`src/rtl/dla_seq_pkg.sv`:
```
// rtl/dla_seq_pkg.sv - shared types and constants for the DLA command sequencer
package dla_seq_pkg;

  typedef enum logic [3:0] {
    ST_IDLE,
    ST_WR_MAP,
    ST_WR_SH1,
    ST_WR_SH2,
    ST_WR_START,
    ST_WAIT_DONE,
    ST_WR_CLEAR,
    ST_SETTLE,
    ST_ERROR
  } seq_state_e;

  localparam logic [1:0] WSEL_MAP   = 2'd0;
  localparam logic [1:0] WSEL_SH1   = 2'd1;
  localparam logic [1:0] WSEL_SH2   = 2'd2;
  localparam logic [1:0] WSEL_OPCFG = 2'd3;

  localparam int DESC_W     = 128;
  localparam int MAP_LSB    = 0;
  localparam int SH1_LSB    = 32;
  localparam int SH2_LSB    = 64;
  localparam int OPCFG_LSB  = 96;

  localparam int          OPCFG_START_BIT = 0;
  localparam logic [31:0] START_MASK      = 32'd1 << OPCFG_START_BIT;

  // Extract one 32-bit register word from a descriptor.
  function automatic logic [31:0] desc_word(input logic [DESC_W-1:0] d, input int lsb);
    return d[lsb +: 32];
  endfunction

endpackage

```
`src/rtl/dla_desc_fifo.sv`:
```
// rtl/dla_desc_fifo.sv - DEPTH x WIDTH descriptor FIFO with wrap-bit pointers
module dla_desc_fifo #(
  parameter int DEPTH = 4,
  parameter int WIDTH = 128
) (
  input  logic             clk,
  input  logic             rst,
  input  logic             push,
  input  logic [WIDTH-1:0] wdata,
  input  logic             pop,
  output logic [WIDTH-1:0] rdata,
  output logic             full,
  output logic             empty
);

  localparam int AW = $clog2(DEPTH);

  logic [AW:0]      wr_ptr;
  logic [AW:0]      rd_ptr;
  logic [WIDTH-1:0] mem [DEPTH];
  logic             do_push;
  logic             do_pop;

  // Full/empty come only from the pointer flops, so ready never depends on pop.
  assign empty   = (wr_ptr == rd_ptr);
  assign full    = (wr_ptr[AW] != rd_ptr[AW]) && (wr_ptr[AW-1:0] == rd_ptr[AW-1:0]);
  assign do_push = push && !full;
  assign do_pop  = pop && !empty;
  assign rdata   = mem[rd_ptr[AW-1:0]];

  // Pointer update; push and pop in the same cycle both take effect.
  always_ff @(posedge clk or posedge rst) begin
    if (rst) begin
      wr_ptr <= '0;
      rd_ptr <= '0;
    end else begin
      if (do_push) wr_ptr <= wr_ptr + 1'b1;
      if (do_pop)  rd_ptr <= rd_ptr + 1'b1;
    end
  end

  // Storage array; contents are don't-care while empty, so no reset.
  always_ff @(posedge clk) begin
    if (do_push) mem[wr_ptr[AW-1:0]] <= wdata;
  end

endmodule

```
`src/rtl/dla_cmd_sequencer.sv`:
```
// rtl/dla_cmd_sequencer.sv - queues layer descriptors and programs the DLA control registers
module dla_cmd_sequencer
  import dla_seq_pkg::*;
#(
  parameter int DEPTH          = 4,
  parameter int TIMEOUT_CYCLES = 1048576,
  parameter int CNT_W          = 16
) (
  input  logic              clk,
  input  logic              rst,
  input  logic              desc_valid,
  output logic              desc_ready,
  input  logic [127:0]      desc_data,
  output logic              ctrl_reg_w_en,
  output logic [1:0]        ctrl_reg_wsel,
  output logic [31:0]       ctrl_reg_wdata,
  input  logic              dla_done,
  input  logic              err_clr,
  output logic              busy,
  output logic [CNT_W-1:0]  layer_cnt,
  output logic              irq_done,
  output logic              err_timeout
);

  localparam int              WD_W    = (TIMEOUT_CYCLES > 2) ? $clog2(TIMEOUT_CYCLES) : 1;
  localparam logic [WD_W-1:0] WD_LAST = WD_W'(TIMEOUT_CYCLES - 1);

  seq_state_e          state;
  seq_state_e          state_nxt;
  logic [DESC_W-1:0]   shadow;
  logic [DESC_W-1:0]   fifo_rdata;
  logic                fifo_full;
  logic                fifo_empty;
  logic                fifo_push;
  logic                fifo_pop;
  logic [WD_W-1:0]     wd_cnt;
  logic                settle_cnt;
  logic [CNT_W-1:0]    layer_cnt_q;
  logic                err_q;
  logic [31:0]         opcfg;

  assign desc_ready  = !fifo_full;
  assign fifo_push   = desc_valid && desc_ready;
  assign fifo_pop    = (state == ST_IDLE) && !fifo_empty;
  assign opcfg       = desc_word(shadow, OPCFG_LSB);
  assign busy        = (state != ST_IDLE) || !fifo_empty;
  assign irq_done    = (state == ST_WR_CLEAR) && fifo_empty;
  assign layer_cnt   = layer_cnt_q;
  assign err_timeout = err_q;

  dla_desc_fifo #(
    .DEPTH (DEPTH),
    .WIDTH (DESC_W)
  ) u_fifo (
    .clk   (clk),
    .rst   (rst),
    .push  (fifo_push),
    .wdata (desc_data),
    .pop   (fifo_pop),
    .rdata (fifo_rdata),
    .full  (fifo_full),
    .empty (fifo_empty)
  );

  // State, shadow descriptor, watchdog, settle timer, layer counter and sticky error.
  always_ff @(posedge clk or posedge rst) begin
    if (rst) begin
      state       <= ST_IDLE;
      shadow      <= '0;
      wd_cnt      <= '0;
      settle_cnt  <= 1'b0;
      layer_cnt_q <= '0;
      err_q       <= 1'b0;
    end else begin
      state <= state_nxt;
      if (fifo_pop) shadow <= fifo_rdata;
      wd_cnt     <= (state == ST_WAIT_DONE) ? wd_cnt + 1'b1 : '0;
      settle_cnt <= (state == ST_SETTLE) ? !settle_cnt : 1'b0;
      if (state == ST_WR_CLEAR) layer_cnt_q <= layer_cnt_q + 1'b1;
      if (state == ST_WAIT_DONE && !dla_done && wd_cnt == WD_LAST) err_q <= 1'b1;
      else if (state == ST_ERROR && err_clr) err_q <= 1'b0;
    end
  end

  // Next-state logic and Moore decode of the register write port.
  always_comb begin
    state_nxt      = state;
    ctrl_reg_w_en  = 1'b0;
    ctrl_reg_wsel  = WSEL_MAP;
    ctrl_reg_wdata = '0;
    case (state)
      ST_IDLE: begin
        if (!fifo_empty) state_nxt = ST_WR_MAP;
      end
      ST_WR_MAP: begin
        ctrl_reg_w_en  = 1'b1;
        ctrl_reg_wsel  = WSEL_MAP;
        ctrl_reg_wdata = desc_word(shadow, MAP_LSB);
        state_nxt      = ST_WR_SH1;
      end
      ST_WR_SH1: begin
        ctrl_reg_w_en  = 1'b1;
        ctrl_reg_wsel  = WSEL_SH1;
        ctrl_reg_wdata = desc_word(shadow, SH1_LSB);
        state_nxt      = ST_WR_SH2;
      end
      ST_WR_SH2: begin
        ctrl_reg_w_en  = 1'b1;
        ctrl_reg_wsel  = WSEL_SH2;
        ctrl_reg_wdata = desc_word(shadow, SH2_LSB);
        state_nxt      = ST_WR_START;
      end
      ST_WR_START: begin
        ctrl_reg_w_en  = 1'b1;
        ctrl_reg_wsel  = WSEL_OPCFG;
        ctrl_reg_wdata = opcfg | START_MASK;
        state_nxt      = ST_WAIT_DONE;
      end
      ST_WAIT_DONE: begin
        if (dla_done)              state_nxt = ST_WR_CLEAR;
        else if (wd_cnt == WD_LAST) state_nxt = ST_ERROR;
      end
      ST_WR_CLEAR: begin
        ctrl_reg_w_en  = 1'b1;
        ctrl_reg_wsel  = WSEL_OPCFG;
        ctrl_reg_wdata = opcfg & ~START_MASK;
        state_nxt      = ST_SETTLE;
      end
      ST_SETTLE: begin
        if (settle_cnt) state_nxt = ST_IDLE;
      end
      ST_ERROR: begin
        if (err_clr) state_nxt = ST_IDLE;
      end
      default: state_nxt = ST_IDLE;
    endcase
  end

endmodule

```
`config.mk`:
```
export PLATFORM = sky130hd
export DESIGN_NAME = dla_cmd_sequencer
export DESIGN_NICKNAME = d
export VERILOG_FILES = /design/src/rtl/dla_seq_pkg.sv /design/src/rtl/dla_desc_fifo.sv /design/src/rtl/dla_cmd_sequencer.sv
export SDC_FILE = /design/constraint.sdc
export NUM_CORES = 1
export LEC_CHECK = 0
export ABC_CLOCK_PERIOD_IN_PS = 6500
export CORE_UTILIZATION = 53
export CTS_BUF_LIST = sky130_fd_sc_hd__clkbuf_8 sky130_fd_sc_hd__clkbuf_16
export DETAILED_ROUTE_END_ITERATION = 10
export HOLD_SLACK_MARGIN = 0.03
export PLACE_DENSITY = 0.88
export SETUP_SLACK_MARGIN = 0.3
export SYNTH_ARGS = -nofsm -noshare
export SYNTH_HDL_FRONTEND = slang
export SYNTH_SLANG_ARGS = --single-unit
```
`constraint.sdc`:
```
create_clock -name clk -period 6.5 [get_ports clk]
set_input_delay 1.95 -clock clk [delete_from_list [all_inputs] [get_ports clk]]
set_output_delay 1.95 -clock clk [all_outputs]
set_load 0.01 [all_outputs]
```
Yosys cells after proc, flatten, opt, wreduce, memory -nomap -nowiden
Memories as Yosys holds them, arrays and structs flattened. A register that Yosys moved wholly into a read port is not among the register bits.
Index checks and enable logic that the tools add are counted.
{ "word_totals": {"ram_bits": 512, "mem_count": 1, "regBits": 48, "out_inout_bits": 55} }
{ "op_classes": {"n_mux": 15, "n_addsub": 4, "eq_ne": 16, "n_reduce_logical": 20} }
{ "mem_list": {"columns": ["memory", "depth", "width", "rd", "rd_ports_with_merged_regs", "wr", "line", "text"], "rows": [
  ["u_fifo.mem", 4, 128, 1, 1, 1, "dla_desc_fifo.sv:20", "logic [WIDTH-1:0] mem [DEPTH];"]
]} }
{ "op_table": {"columns": ["cell", "count"], "rows": [
  ["32-bit one-hot mux with 5 select lines", 1],
  ["4-bit one-hot mux with 9 select lines", 1],
  ["20-bit by 1-bit adder with 20-bit output (second input constant)", 1],
  ["20-bit == test (second input constant)", 1],
  ["20-bit two-way mux", 1],
  ["4-bit two-way mux", 5],
  ["16-bit by 1-bit adder with 16-bit output (second input constant)", 1],
  ["4-bit by 3-bit == test with 1-bit output (second input constant)", 4],
  ["1-bit logical AND", 9],
  ["4-bit by 2-bit == test with 1-bit output (second input constant)", 2],
  ["3-bit by 1-bit adder with 3-bit output (second input constant)", 2],
  ["1-bit two-way mux", 6],
  ["2-bit != test (second input constant)", 3],
  ["2-bit one-hot mux with 3 select lines", 1],
  ["5-bit OR reduction", 1],
  ["4-bit by 1-bit == test with 1-bit output (second input constant)", 1],
  ["4-bit == test (second input constant)", 1],
  ["1-bit logical NOT", 4],
  ["4-bit logical NOT", 1],
  ["4-bit AND reduction", 1],
  ["4-bit nonzero test", 1],
  ["3-bit == test", 1],
  ["3-bit by 2-bit != test with 1-bit output (second input constant)", 1],
  ["2-bit == test", 1],
  ["other kinds (4)", 4]
]} }

Depth between registers and ports, before layout
Gate-level depths: netlist of run 1.
{ "depth": {"ltp_word": 7, "ltp_mapped": 6, "ltp_nobuf": 4} }

Cells and area by module
From an unflattened synthesis of run 1, not the netlist that was laid out.
{ "hier_totals": {"hier_cells": 1326, "hier_area_um2": 27122.3} }
{ "by_module_without_submodules": {"columns": ["mod", "cells_each", "seq_area_each_um2", "instances", "area_each_um2"], "rows": [
  ["dla_desc_fifo", 719, 15524.9, 1, 18961.9],
  ["dla_cmd_sequencer", 607, 4229.1, 1, 8160.3]
]} }

Least setup slack after synthesis of run 1
OpenSTA, ideal clock, no wires.
{ "synth_path": {"kind": "input to register", "from": "input port desc_valid", "to": "memory u_fifo.mem[3][0] (enable)", "setup_slack_ns": 0.685, "stages": 3, "required_ns": 5.997, "path_buffers": 0, "arrival_ns": 5.312, "path_cell_list": "inv_1 -> a31oi_1 -> and2_1"} }
{ "synth_between": {"elab_chain_cells": 4} }
{ "synth_lines": {"columns": ["item", "line", "text"], "rows": [
  ["start: declaration", "dla_cmd_sequencer.sv:11", "input logic desc_valid,"],
  ["1-bit logical AND", "dla_cmd_sequencer.sv:43", "assign fifo_push = desc_valid && desc_ready;"],
  ["1-bit logical AND", "dla_desc_fifo.sv:27", "assign do_push = push && !full;"],
  ["1-bit two-way mux", "dla_desc_fifo.sv:44", "if (do_push) mem[wr_ptr[AW-1:0]] <= wdata;"],
  ["1-bit two-way mux (not written as such)", "dla_desc_fifo.sv:44", null],
  ["end: declaration", "dla_desc_fifo.sv:20", null]
]} }
No other way between the ends.

Worst setup path in the final report of run 1
{ "layout_path": {"from": "register state[2]", "to": "output port ctrl_reg_wdata[18]"} }
{ "layout_between": {"elab_chain_cells": 2, "word_cells_on_any_way": 6, "classes_between": "5 x eq/ne; 1 x mux"} }
{ "layout_lines": {"columns": ["item", "line", "text"], "rows": [
  ["start: declaration", "dla_cmd_sequencer.sv:28", "seq_state_e state;"],
  ["start signal: assignment", "dla_cmd_sequencer.sv:75", "state <= state_nxt;"],
  ["4-bit by 3-bit == test with 1-bit output, or another cell as far along", "dla_cmd_sequencer.sv:91", "case (state)"],
  ["32-bit one-hot mux with 5 select lines *", "dla_cmd_sequencer.sv:91", null],
  ["end: declaration", "dla_cmd_sequencer.sv:16", "output logic [31:0] ctrl_reg_wdata,"]
]} }
Every way passes the cells marked *; elsewhere a longest branch is shown, timed or not.

==> flow_summary.toml, run 1 <==
[route]
wl_per_cell_um = 24.7
via_per_inst = 5.92
drcViolationCount = 0
vias = 13100
drtPass1Iterations = 5
dr.first_iter.drc_count = 1050
drt_wl_total_mm = 54.5
postRouteAntennaNets = 0

[clocking]
hold_buffers = 0
path_clk_slew_ns = 0.06
cts_tree = "built"
cts.sinks = 683
htreeDepth = 3
cts_resized = 0
cts_setup_buffers = 0
clkLatencyLatePin_ns = 0.59
root_buffer = "clkbuf_16"
clockBufferDepth = 3
cts_buffers = 70

[sta]
rsz0062_at_grt = "false"
setup_viol = 0
final.setup.tns_ns = 0
fin_crit_sh = 0.829
timing.final.hold_violations = 0
clock-skew-final_ns = 0.0204
min_period_ns = 5.39
tightest_slew_ns = 0.931
maxSlewViolCount = 0
slew_headroom = 0.380
fmax_mhz = 186

[critical_path]
path_delay_family = "simple AND/OR/NAND/NOR gates"
path_max_fanout = 21
cp-start-kind = "flip-flop"
end_kind = "output pin"
r2r_cells = 4
cp_slowest_cell = "nor2_4"
path_buf_inv = 2
path_cells = "nand2b_1 > nor2_4 > buf_4 > a22oi_1 > nand2_1 > clkdlybuf4s50_1"
max_stage_delay_ns = 0.69
critPathRequiredTime_ns = 4.55
path_depth = 6
r2r_setup_slack_ns = 3.13
criticalPathCategory = "reg -> out"
cp.arrival_ns = 3.44

[place]
dp_hpwl_mm = 30.3
port-buffer-count = 186
place.gp.congestion = 0.761
placed_area_um2 = 28700

[outcome]
status = "completed"

[worst_hold_path]
whs_path_depth = 1
hold_class = "reg -> reg"

[final_layout]
fillers = 3055
area_growth_pct = 18.7
final_layout_size_suffix_gt1_frac = 0.237
nets = 1634
seq_area_um2 = 19600
final_cell_area_um2 = 31000
multi_input_area_um2 = 6140

[floorplan]
die_w_um = 224
std_cell_rows = 80
die_y_um = 224
dieArea_um2 = 50200
io_pins = 188
initial_core_util = 0.543
core_area_um2 = 48100

[logic_synthesis]
synth_cells = 1281
synth_area_leaders = "edfxtp_1 (58%), dfrtp_1 (17%), mux4_2 (11%), mux2_2 (4.0%), a22oi_1 (1.8%)"
ys_seq_area_frac = 0.752
synth_common_cells = "edfxtp_1 (508), dfrtp_1 (175), mux4_2 (127)"
avgSynthCellArea_um2 = 20.4
synth-edff-count = 508
yosys.area.top_type = "edfxtp_1"
synth-async-reset-ratio = 0.256
synth.distinct_cells = 44
yosysMostFrequentCell = "edfxtp_1"
syn_area_um2 = 26100
synth_top_area_frac = 0.584
syn_nets = 1421
synth_seq_cells = 683
synthFlopType = "edfxtp_1"
yosys_warnings = 0

[pwr]
seq_power_share = 0.447
power_density_nw_per_um2 = 473
switching_share = 0.292
comb_power_share = 0.286
p_sw_mw = 4.27
power.leakage_nw = 10.8
clkPwrFrac = 0.266
internal_power_mw = 10.4
power_mw = 14.7
peakVddDrop_uv = 397

[global_route]
grt_remaining_overflow = 0
grt_antenna_before_repair = 8
grt_pass1_vias = 14100
grt_pass1_wl_mm = 83.7
grt_usage = 0.224
grt_start_max_net_pins = 131

[flow_run]
maxCapViolCount = 0
==> routing by layer <==
| metal | track usage | up-vias | wire length, um |
|---|---|---|---|
| met2 | 0.382 | 471 | 28300 |
| met3 | 0.0525 | 103 | 3950 |
| met4 | 0.0672 | 10 | 987 |
| met1 | 0.287 | 6912 | 21100 |
| li1 | - | 5582 | - |
| met5 | 0 | - | 72 |
==> power by group through the flow <==
stage	Sequential, mW	Clock, mW	Combinational, mW
floorplan	6.42	0	2.94
global placement	6.52	0	4.10
detailed placement	6.62	0	4.20
CTS	6.57	3.97	4.26
global route	6.66	4.13	4.49
finish	6.56	3.90	4.19
==> final timing paths <==
kind,from,end
setup / recovery,state[2]$_DFFE_PP0P_,ctrl_reg_wdata[18]
hold / removal,wd_cnt[0]$_DFF_PP0_,wd_cnt[0]$_DFF_PP0_
setup reg to reg,u_fifo.rd_ptr[0]$_DFFE_PP0P_,u_fifo.mem[2][76]$_DFFE_PP_
hold reg to reg,wd_cnt[0]$_DFF_PP0_,wd_cnt[0]$_DFF_PP0_
max in group asynchronous,rst,shadow[10]$_DFFE_PP0P_
min in group asynchronous,rst,shadow[58]$_DFFE_PP0P_
==> kinds of logic after synthesis <==
family | after synthesis | share of synthesized area
buffers and inverters | 72 | 0.0148
flip-flops | 683 | 0.752
XOR/XNOR | 34 | 0.0117
adder cells (fa/ha/maj) | 7 | 0.00335
multiplexers | 255 | 0.166
AND/OR/NAND/NOR | 141 | 0.0283
AO/OA/AOI/OAI | 89 | 0.0242
==> layout make-up <==
type	instances	share of cell area
timing repair buffer	206	0.0677
tap	656	0.0265
clock inverter	50	0.0120
antenna	2	0.000161
inverter	7	0.000968
sequential	683	0.633
clock buffer	79	0.0612
multi-input combinational	526	0.198
==> registers in the layout, indices dropped and copies added, names as in the netlist <==
| register | count |
|---|---|
| settle_cnt | 1 |
| layer_cnt | 16 |
| state | 4 |
| u_fifo.rd_ptr | 3 |
| wd_cnt | 20 |
| u_fifo.mem | 508 |
| shadow | 127 |
| u_fifo.wr_ptr | 3 |
| err_timeout | 1 |
==> stage by stage <==
stage               hold slack [ns]  std cells  utilization  worst slack, ns
floorplan                     0.424       1281            -            0.685
global placement              0.436       2078        0.597             1.85
detailed placement            0.470       2078        0.597             1.74
CTS                           0.476       2207        0.644             1.10
global route                  0.505       2207        0.644            0.925
finish                        0.475       2209        0.644             1.11
==> cell usage in the layout (no fill, tap or decap), types with 26 or more instances in the layout <==
cell type and n:
edfxtp_1 508, clkdlybuf4s50_1 186, dfrtp_1 173, mux4_2 127
mux2_2 92, clkbuf_16 72, a22oi_1 62, nand2_1 49
inv_1 27, mux2_1 26
Note: power is estimated with default switching activity, not from simulation.
==> run 2, diff against run 1 <==
ABC_CLOCK_PERIOD_IN_PS = 4800   (was 6500)
clock period = 4.8 ns   (was 6.5 ns; I/O delays follow)
==> flow_summary.toml, run 2 (synthesis results as in run 1) <==
[sta]
fin_crit_sh = 0.915
maxSlewViolCount = 0
rsz0062_at_grt = "false"
clock-skew-final_ns = 0.0190
tightest_slew_ns = 1.08
timing.final.hold_violations = 0
fmax_mhz = 228
slew_headroom = 0.281
setup_viol = 0
min_period_ns = 4.39
final.setup.tns_ns = 0

[final_layout]
fin_util = 0.645
final_common_cell = "edfxtp_1"
largest_reg_flops = 508
final_cell_count_no_fill = 2212
layout_common_cells = "edfxtp_1 (508), clkdlybuf4s50_1 (186), dfrtp_1 (171), mux4_2 (127), mux2_2 (92)"
nets = 1639
final_layout_size_suffix_gt1_frac = 0.239
area_growth_pct = 18.8

[critical_path]
r2r_cells = 4
reg2reg_from = "u_fifo.rd_ptr[0]$_DFFE_PP0P_"
path_max_fanout = 14
cp_slowest_cell = "clkdlybuf4s50_1"
critPathRequiredTime_ns = 3.36
max_stage_delay_ns = 0.57
path_buf_inv = 2
r2r_setup_slack_ns = 1.70
path_depth = 6
path_delay_family = "buffers and inverters"
worstReg2RegEnd = "shadow[25]$_DFFE_PP0P_"
end_kind = "output pin"
criticalPathCategory = "reg -> out"
path_cells = "nand2b_1 > nor2_4 > buf_4 > a22oi_1 > nand2_1 > clkdlybuf4s50_1"
cp.arrival_ns = 2.95
cp-start-kind = "flip-flop"

[clocking]
clockBufferDepth = 3
path_clk_slew_ns = 0.06
htreeDepth = 3
root_buffer = "clkbuf_16"
clkLatencyLatePin_ns = 0.59
cts_tree = "built"
cts_buffers = 68
cts_setup_buffers = 0
cts.sinks = 683

[flow_run]
maxCapViolCount = 0

[place]
placed_cells = 2085
port-buffer-count = 186
dp_hpwl_mm = 31.1
place.gp.congestion = 0.791

[pwr]
power.leakage_nw = 10.8
peakVddDrop_uv = 483
power_density_nw_per_um2 = 637

[route]
dr.first_iter.drc_count = 1074
via_per_inst = 5.94
drt_wl_total_mm = 54.4
drtPass1Iterations = 5
drcViolationCount = 0
wl_per_cell_um = 24.6
postRouteAntennaNets = 0
vias = 13100

[floorplan]
die_w_um = 224
core_area_um2 = 48100
io_pins = 188
dieArea_um2 = 50200
die_y_um = 224
initial_core_util = 0.543
std_cell_rows = 80

[worst_hold_path]
hp-start = "wd_cnt[0]$_DFF_PP0_"
holdPathEnd = "wd_cnt[0]$_DFF_PP0_"
whs_path_depth = 1
hold_class = "reg -> reg"

[global_route]
grt_pass1_vias = 14100
grt_antenna_before_repair = 10
grt_start_max_net_pins = 105
grt_usage = 0.223
grt_remaining_overflow = 0
grt_pass1_wl_mm = 83.0

[outcome]
status = "completed"
-- run 2: cell count changes in the layout (fill, tap and decap cells not counted), sizes merged --
cell      previous run  this run
clkinv              18        27
buf                 20        27
inv                 30        24
clkbuf              79        76
bufinv               5         4
clkinvlp             4         1
-- run 2: stage by stage --
| stage | setup slack, ns | total power [mW] | instance area (um^2) | hold slack [ns] |
|---|---|---|---|---|
| final | 0.409 | 19.8 | 31000 | 0.462 |
| after global routing | 0.303 | 20.6 | 31000 | 0.480 |
| after CTS | 0.308 | 19.9 | 31000 | 0.459 |
| after detailed placement | 0.850 | 14.7 | 28900 | 0.450 |
| after floorplan | 0.904 | 12.6 | 26100 | 0.424 |
| after global placement | 0.907 | 14.5 | 28900 | 0.435 |
-- run 2: repair_timing --
item,in CTS,in global routing
cloned,0,0
resized for setup,2,2
hold buffers,0,0
setup endpoints to repair,2,3
-- run 2: worst max-delay path by stage --
| stage | to | startpoint | slack, ns |
|---|---|---|---|
| floorplan | u_fifo.mem[3][0]$_DFFE_PP_ | desc_valid | 0.90 |
| global placement | u_fifo.mem[2][44]$_DFFE_PP_ | desc_valid | 0.91 |
| detailed placement | u_fifo.mem[2][44]$_DFFE_PP_ | desc_valid | 0.85 |
| CTS | ctrl_reg_wdata[29] | state[3]$_DFFE_PP0P_ | 0.31 |
| global route | ctrl_reg_wdata[29] | state[3]$_DFFE_PP0P_ | 0.30 |
| finish | ctrl_reg_wdata[1] | state[3]$_DFFE_PP0P_ | 0.41 |
-- run 2: cell type report --
type                       count  area (um^2)
multi-input combinational    526         6140
clock inverter                49          345
clock buffer                  76         1820
timing repair buffer         213         2230
tap                          656          821
sequential                   683        19600
fill                        3034        17100
antenna                        2         5.00
inverter                       7         30.0
-- run 2: where the power goes --
part	internal [mW]	switching, mW	leakage [nW]
combinational	2.93	2.97	2.89
clock	2.95	2.17	1.13
sequential	8.09	0.665	6.80
total	14.0	5.80	10.8
-- run 2: layer usage --
metal	share of wire	GRT usage	vias up
met2	0.51	0.372	516
met4	0.031	0.0837	16
met5	0.0020	0	-
met3	0.066	0.0578	126
met1	0.39	0.284	6899
li1	-	-	5591
==> run 3, diff against run 2 <==
GPL_TIMING_DRIVEN = 0   (was not set)
==> flow_summary.toml, run 3 (synthesis results as in run 1) <==
[route]
drtPass1Iterations = 8
via_per_inst = 5.94
postRouteAntennaNets = 0
dr.first_iter.drc_count = 1425
drcViolationCount = 0
vias = 13500
wl_per_cell_um = 25.8
drt_wl_total_mm = 58.6

[critical_path]
worstReg2RegEnd = "u_fifo.mem[1][42]$_DFFE_PP_"
criticalPathCategory = "reg -> out"
r2r_cells = 6
cp.arrival_ns = 2.99
r2r_setup_slack_ns = 1.82
critPathRequiredTime_ns = 3.36
end_kind = "output pin"
path_max_fanout = 10
cp-start-kind = "flip-flop"
reg2reg_from = "u_fifo.rd_ptr[0]$_DFFE_PP0P_"

[floorplan]
dieArea_um2 = 50200
io_pins = 188
die_y_um = 224
core_area_um2 = 48100
die_w_um = 224
initial_core_util = 0.543
std_cell_rows = 80

[sta]
final.setup.tns_ns = 0
fin_crit_sh = 0.923
holdWs_ns = 0.454
timing.final.hold_violations = 0
slew_headroom = 0.330
clock-skew-final_ns = 0.0166
fmax_mhz = 226
tightest_slew_ns = 1.00
maxSlewViolCount = 0
fin_ws_ns = 0.369
min_period_ns = 4.43
setup_viol = 0
rsz0062_at_grt = "true"

[final_layout]
area_growth_pct = 20.0
final_common_cell = "edfxtp_1"
final_layout_size_suffix_gt1_frac = 0.247
nets = 1694
largest_reg_flops = 508
layout_common_cells = "edfxtp_1 (508), clkdlybuf4s50_1 (186), dfrtp_1 (175), mux4_2 (127), mux2_2 (92)"

[flow_run]
maxCapViolCount = 0

[worst_hold_path]
hp-start = "wd_cnt[0]$_DFF_PP0_"
hold_class = "reg -> reg"
whs_path_depth = 1
holdPathEnd = "wd_cnt[0]$_DFF_PP0_"

[clocking]
cts.sinks = 683
clkLatencyLatePin_ns = 0.60
cts_tree = "built"
cts_buffers = 67
path_clk_slew_ns = 0.06
root_buffer = "clkbuf_16"
htreeDepth = 3
clockBufferDepth = 3
hold_buffers = 0

[global_route]
grt_start_max_net_pins = 58
grt_antenna_before_repair = 8
grt_pass1_vias = 14300
use_met1 = 0.305
grt.busiest_layer = "met2"
use_met3 = 0.0522
use_met2 = 0.412
grt_pass1_wl_mm = 87.2
grt_remaining_overflow = 0
grt_usage = 0.239

[place]
dp_hpwl_mm = 36.9
place.gp.congestion = 0.809
place_ws_ns = 0.108
port-buffer-count = 186

[outcome]
status = "completed"

[pwr]
seq_power_share = 0.436
comb_power_share = 0.315
switching_share = 0.302
p_sw_mw = 6.05
peakVddDrop_uv = 425
power.leakage_nw = 11.0
clkPwrFrac = 0.249
internal_power_mw = 14.0
power_density_nw_per_um2 = 639
[run 3: per-stage QoR]
stage / instance area (um^2) / instances / utilization / power, mW
floorplan: 26100 / 1281 / - / 12.6
global placement: 28800 / 2123 / 0.598 / 14.7
detailed placement: 29100 / 2135 / 0.605 / 15.1
CTS: 31300 / 2262 / 0.650 / 20.2
global route: 31300 / 2266 / 0.651 / 20.8
finish: 31300 / 2271 / 0.651 / 20.0
[run 3: layout make-up]
| type | instances | area (um^2) |
|---|---|---|
| Antenna cell | 6 | 15.0 |
| Clock buffer | 75 | 1820 |
| Sequential cell | 683 | 19600 |
| Timing Repair Buffer | 204 | 2210 |
| Inverter | 7 | 30.0 |
| Fill cell | 3071 | 16800 |
| Clock inverter | 49 | 287 |
| Buffer | 65 | 382 |
| Multi-Input combinational cell | 526 | 6150 |
| Tap cell | 656 | 821 |
[run 3: how the worst max path moves through the flow]
stage | slack [ns] | to | startpoint | depth (start not counted)
floorplan | 0.90 | u_fifo.mem[3][0]$_DFFE_PP_ | desc_valid | 3
global placement | -0.95 | u_fifo.mem[3][44]$_DFFE_PP_ | desc_valid | 4
detailed placement | 0.11 | ctrl_reg_wdata[25] | state[0]$_DFFE_PP0P_ | 6
CTS | 0.33 | ctrl_reg_wdata[11] | state[0]$_DFFE_PP0P_ | 7
global route | 0.28 | ctrl_reg_w_en | state[3]$_DFFE_PP0P_ | 7
finish | 0.37 | ctrl_reg_wdata[29] | state[3]$_DFFE_PP0P_ | 7
[run 3: critical path, stage by stage, from the launching register on]
cell             delay [ns]
dfrtp_1                0.39
buf_2                  0.21
nand2b_1               0.28
nor2_4                 0.29
clkbuf_4               0.32
a22oi_1                0.18
nand2_1                0.12
clkdlybuf4s50_1        0.61
[run 3: metal layers]
| metal | wire length (um) | vias to the layer above |
|---|---|---|
| li1 | - | 5690 |
| met5 | 75 | - |
| met2 | 30700 | 577 |
| met4 | 1520 | 12 |
| met3 | 4140 | 125 |
| met1 | 22200 | 7090 |
[run 3: repair_timing]
action / CTS / global route
gates resized for setup: 19 / 8
setup buffers: 3 / 3
setup endpoints to repair: 32 / 27
pin swaps: 1 / 1
[run 3: power by group through the flow]
stage | clock network [mW] | logic (mW) | registers, mW
floorplan | 0 | 3.98 | 8.62
global placement | 0 | 5.90 | 8.81
detailed placement | 0 | 6.26 | 8.81
CTS | 5.06 | 6.38 | 8.73
global route | 5.26 | 6.72 | 8.85
finish | 4.99 | 6.32 | 8.73
